===== config.mk =====
export PLATFORM = sky130hd
export DESIGN_NAME = seg7_decode
export DESIGN_NICKNAME = d
export VERILOG_FILES = /design/src/rtl/seg7_pkg.sv /design/src/rtl/seg7_decode.sv
export SDC_FILE = /design/constraint.sdc
export NUM_CORES = 1
export LEC_CHECK = 0
export BUFFER_PORTS_ARGS = -buffer_cell sky130_fd_sc_hd__buf_2
export CORE_AREA = 2 2 39 41
export DETAILED_ROUTE_END_ITERATION = 6
export DIE_AREA = 0 0 41 43
export PLACE_DENSITY = 0.61
export SYNTH_ARGS = -nofsm -noshare
export SYNTH_HDL_FRONTEND = slang
export SYNTH_SLANG_ARGS = --single-unit
export TNS_END_PERCENT = 30

===== constraint.sdc =====
create_clock -name vclk -period 2.36
set_clock_uncertainty 0.1 [all_clocks]
set_input_delay 0.472 -clock vclk [all_inputs]
set_output_delay 0.472 -clock vclk [all_outputs]
set_load 0.02 [all_outputs]

===== src/rtl/seg7_pkg.sv =====
// Shared definitions for the 7-segment receive checker: active-low code table,
// tracking states and the byte-to-hex decode function.
package seg7_pkg;

  localparam int unsigned SEG_W = 8;
  localparam int unsigned HEX_W = 4;
  localparam int unsigned NUM_CODES = 16;

  // Active-low segment codes for hex digits 0..F; bit7 is DP and stays high.
  localparam logic [SEG_W-1:0] SEG7_CODES [NUM_CODES] = '{
    8'hC0, 8'hF9, 8'hA4, 8'hB0, 8'h99, 8'h92, 8'h82, 8'hF8,
    8'h80, 8'h90, 8'h88, 8'h83, 8'hC6, 8'hA1, 8'h86, 8'h8E
  };

  typedef enum logic [1:0] {
    HUNT   = 2'd0,
    TRACK  = 2'd1,
    LOCKED = 2'd2
  } seg7_state_t;

  // Returns {ok, hex}; ok=0 and hex=0 for any byte outside the table.
  function automatic logic [HEX_W:0] seg7_to_hex(input logic [SEG_W-1:0] seg);
    logic [HEX_W:0] res;
    res = '0;
    for (int i = 0; i < int'(NUM_CODES); i++) begin
      if (seg == SEG7_CODES[i]) begin
        res = {1'b1, HEX_W'(i)};
      end
    end
    return res;
  endfunction

endpackage


===== src/rtl/seg7_decode.sv =====
// Combinational lookup of an active-low segment byte back to its hex digit.
module seg7_decode
  import seg7_pkg::*;
(
  input  logic [SEG_W-1:0] seg_i,
  output logic             ok_c,
  output logic [HEX_W-1:0] hex_c
);

  always_comb begin
    {ok_c, hex_c} = seg7_to_hex(seg_i);
  end

endmodule


Word level (Yosys, flattened, before mapping)
Index checks and enable logic that the tools add are counted.
- input bits: 8
- register bits after elaboration: 0
- eq/ne operators: 16
- mux-type cells: 16
- operators by type and width (operator ; count):
    $eq A8 B8 Y1 const B ; 16
    $mux W5 ; 16

Longest topological paths before layout
- word-level depth: 17
- depth in mapped cells: 5

Worst setup path after synthesis
No wires, ideal clock.
- kind: input to output
- from: input port seg_i[3]
- to: output port hex_c[1]
- data required time: 1788 ps
- arrival time: 1985 ps
- stages on the path: 5
- setup slack: -197 ps
- cells stage by stage: clkbuf_1 -> or3b_1 -> a21oi_1 -> a21oi_1 -> o41ai_1
- cells in the longest elaborated chain, start to end: 16
- elaborated cells between the ends (all ways): 30
- ends and longest elaborated chain (element ; RTL line ; source):
    start: declaration ; seg7_decode.sv:5 ; input logic [SEG_W-1:0] seg_i,
    $eq A8 B8 Y1 ; seg7_pkg.sv:26 ; if (seg == SEG7_CODES[i]) begin
    $mux W5 (14 in a row) ; seg7_pkg.sv:26 ;
    $mux W5 * ; seg7_pkg.sv:26 ;
    end: declaration ; seg7_decode.sv:7 ; output logic [HEX_W-1:0] hex_c
Mark *: on every way between the ends. The rest lies on a longest branch, timed or not.

Worst setup path in the final report
- from: input port seg_i[2]
- to: output port ok_c
- cells in the longest elaborated chain, start to end: 17
- elaborated cells between the ends (all ways): 32
- ends and longest elaborated chain (element ; RTL line ; source):
    $eq A8 B8 Y1 ; seg7_pkg.sv:26 ;
    $mux W5 (15 in a row) ; seg7_pkg.sv:26 ;
    $mux W5 * ; seg7_pkg.sv:26 ;
    end: declaration ; seg7_decode.sv:6 ; output logic ok_c,
Marks and branches as above.

==> results.json <==
{
  "grt_max_degree": 13,
  "critPathBufInv": 2,
  "detailed_place_hpwl_um": 825,
  "antenna_found_initial": 0,
  "hold_viol": 0,
  "start_util_pct": 24.6,
  "violations": "negative setup slack",
  "grt_pass1_vias": 349,
  "vias_per_cell": 5.62,
  "final_area_sq_um": 543,
  "setup_viol": 3,
  "internal_power_uw": 34.0,
  "place_area_sq_um": 478,
  "core_sq_um": 1380,
  "gr-usage-all-layers_pct": 13.0,
  "worst_setup_path_start_kind": "input pin",
  "drc_errors": 0,
  "ant_nets": 0,
  "die_y_um": 43,
  "pwr-share-seq_pct": 0,
  "cp_slowest_cell": "or4b_4",
  "ys_warn_count": 0,
  "num_rows": 14,
  "clockPowerShare_pct": 0,
  "area_delta_synth_final_pct": 59.6,
  "fillers": 141,
  "netSwitchingPower_uw": 37.8,
  "synth.distinct_cells": 31,
  "synth_area_sq_um": 340,
  "drtIter0Drc": 8,
  "gp_congestion": 0.757,
  "wl_mm": 1.12,
  "rsz0062_at_grt": "true",
  "startpoint": "seg_i[2]",
  "antenna_cells": 0,
  "seqCellArea_sq_um": 0,
  "ir_drop_v": 0.0000823,
  "mostFrequentLayoutCells": "buf_4 (11), buf_2 (7), nand2_1 (5), buf_6 (5), nand2b_1 (3)",
  "min_from": "seg_i[5]",
  "drv_slew": 0,
  "io_pins": 13,
  "clock_buffers": 0,
  "drive_gt1_share_pct": 46.2,
  "hold_class": "input pin to output pin",
  "leakage_nw": 0.210,
  "netlist_instances": 48,
  "endpoint_kind": "output pin",
  "fmax_mhz": 388,
  "crit_path_cell_trace": "buf_6 -> or4b_4 -> or4b_4 -> and3_4 -> nand4_4 -> buf_6",
  "num_vias": 455,
  "cp.required_ns": 1.79,
  "worstMarginPinSlew_ns": 0.436,
  "finalNetCount": 75,
  "die-area_sq_um": 1760,
  "syn_nets": 56,
  "wl_per_cell_um": 13.8,
  "multiInputGateArea_sq_um": 349,
  "worst-setup-path-type": "input pin to output pin",
  "status": "complete, but fails checks",
  "crit_family": "simple AND/OR/NAND/NOR gates",
  "grt_first_pass_wirelength_mm": 1.71,
  "firstDrtPassIters": 4,
  "setup_ws_ns": -0.219,
  "slowest_delay_ns": 0.53,
  "synth_area_per_cell_sq_um": 7.09,
  "overflow": 0,
  "power.density_nw_per_um2": 132,
  "maxCapViolCount": 0,
  "ys_seq_area_share_pct": 0,
  "fin_crit_ns": 2.58,
  "holdWs_ns": 1.31,
  "p_sw_share_pct": 52.7,
  "slew-limit-headroom_pct": 70.6,
  "seq_cell_count": 0,
  "ctsHoldBuffers": 0,
  "pwr-share-comb_pct": 100.0,
  "io_buffers": 13,
  "fin_crit_sh_pct": 109,
  "die_width_um": 41,
  "cp_max_fo": 2,
  "critical_path_arrival_ns": 2.01,
  "layout_commonest_cell": "buf_4"
}
final timing paths:
| check | endpoint | slack, ns | depth (start not counted) |
|---|---|---|---|
| worst min-delay path | hex_c[1] | 1.31 | 3 |
| worst max-delay path | ok_c | -0.22 | 6 |
routing by layer:
layer,GRT usage (%),vias up,routed length [um],part of all wire [%]
met2,17.2,12,517,46
li1,-,228,-,-
met4,0,0,0,0
met3,0.524,0,47,4.2
met1,23.4,215,553,49
met5,0,-,0,0
through the flow:
step | std cells | setup TNS (ns) | total power [mW] | setup WS [ns] | util [%]
5_1_grt | 81 | -0.563 | 0.0777 | -0.242 | 39.2
2_1_floorplan | 48 | -0.376 | 0.0360 | -0.188 | -
4_1_cts | 81 | -0.582 | 0.0683 | -0.212 | 37.4
3_3_place_gp | 81 | -0.691 | 0.0619 | -0.267 | 34.5
6_report | 81 | -0.482 | 0.0718 | -0.219 | 39.2
3_5_place_dp | 81 | -0.763 | 0.0631 | -0.282 | 34.5
kinds of logic after synthesis:
logic type / share of synthesized area, %
compound gates: 26.8
xor+xnor: 2.57
buf+inv: 8.82
simple gates: 61.8
cell type report:
cell class	count	share of cell area [%]
Timing Repair Buffer	23	32.0
Tap cell	16	3.69
Multi-Input combinational cell	42	64.3
power groups by stage:
stage | logic, mW | registers (mW) | clock network, mW
3_5_place_dp | 0.0631 | 0 | 0
6_report | 0.0718 | 0 | 0
4_1_cts | 0.0683 | 0 | 0
5_1_grt | 0.0777 | 0 | 0
3_3_place_gp | 0.0619 | 0 | 0
2_1_floorplan | 0.0360 | 0 | 0
cells in the mapped netlist (2+ instances only):
library cell / n / area [sq um]
nand2_1: 5 / 18.8
clkbuf_1: 4 / 15.0
a21oi_1: 3 / 15.0
nand2b_1: 3 / 18.8
nand4_1: 2 / 12.5
nor3b_1: 2 / 15.0
nor4b_1: 2 / 17.5
o211ai_1: 2 / 15.0
o32ai_1: 2 / 17.5
or4b_4: 2 / 27.5
what timing repair did:
action                     in CTS  in global routing
pin swaps                       2                  1
buffers inserted                0                  0
gates resized for setup         9                  4
setup endpoints to repair       4                  4
No activity file was read; power rests on OpenSTA's default activity.
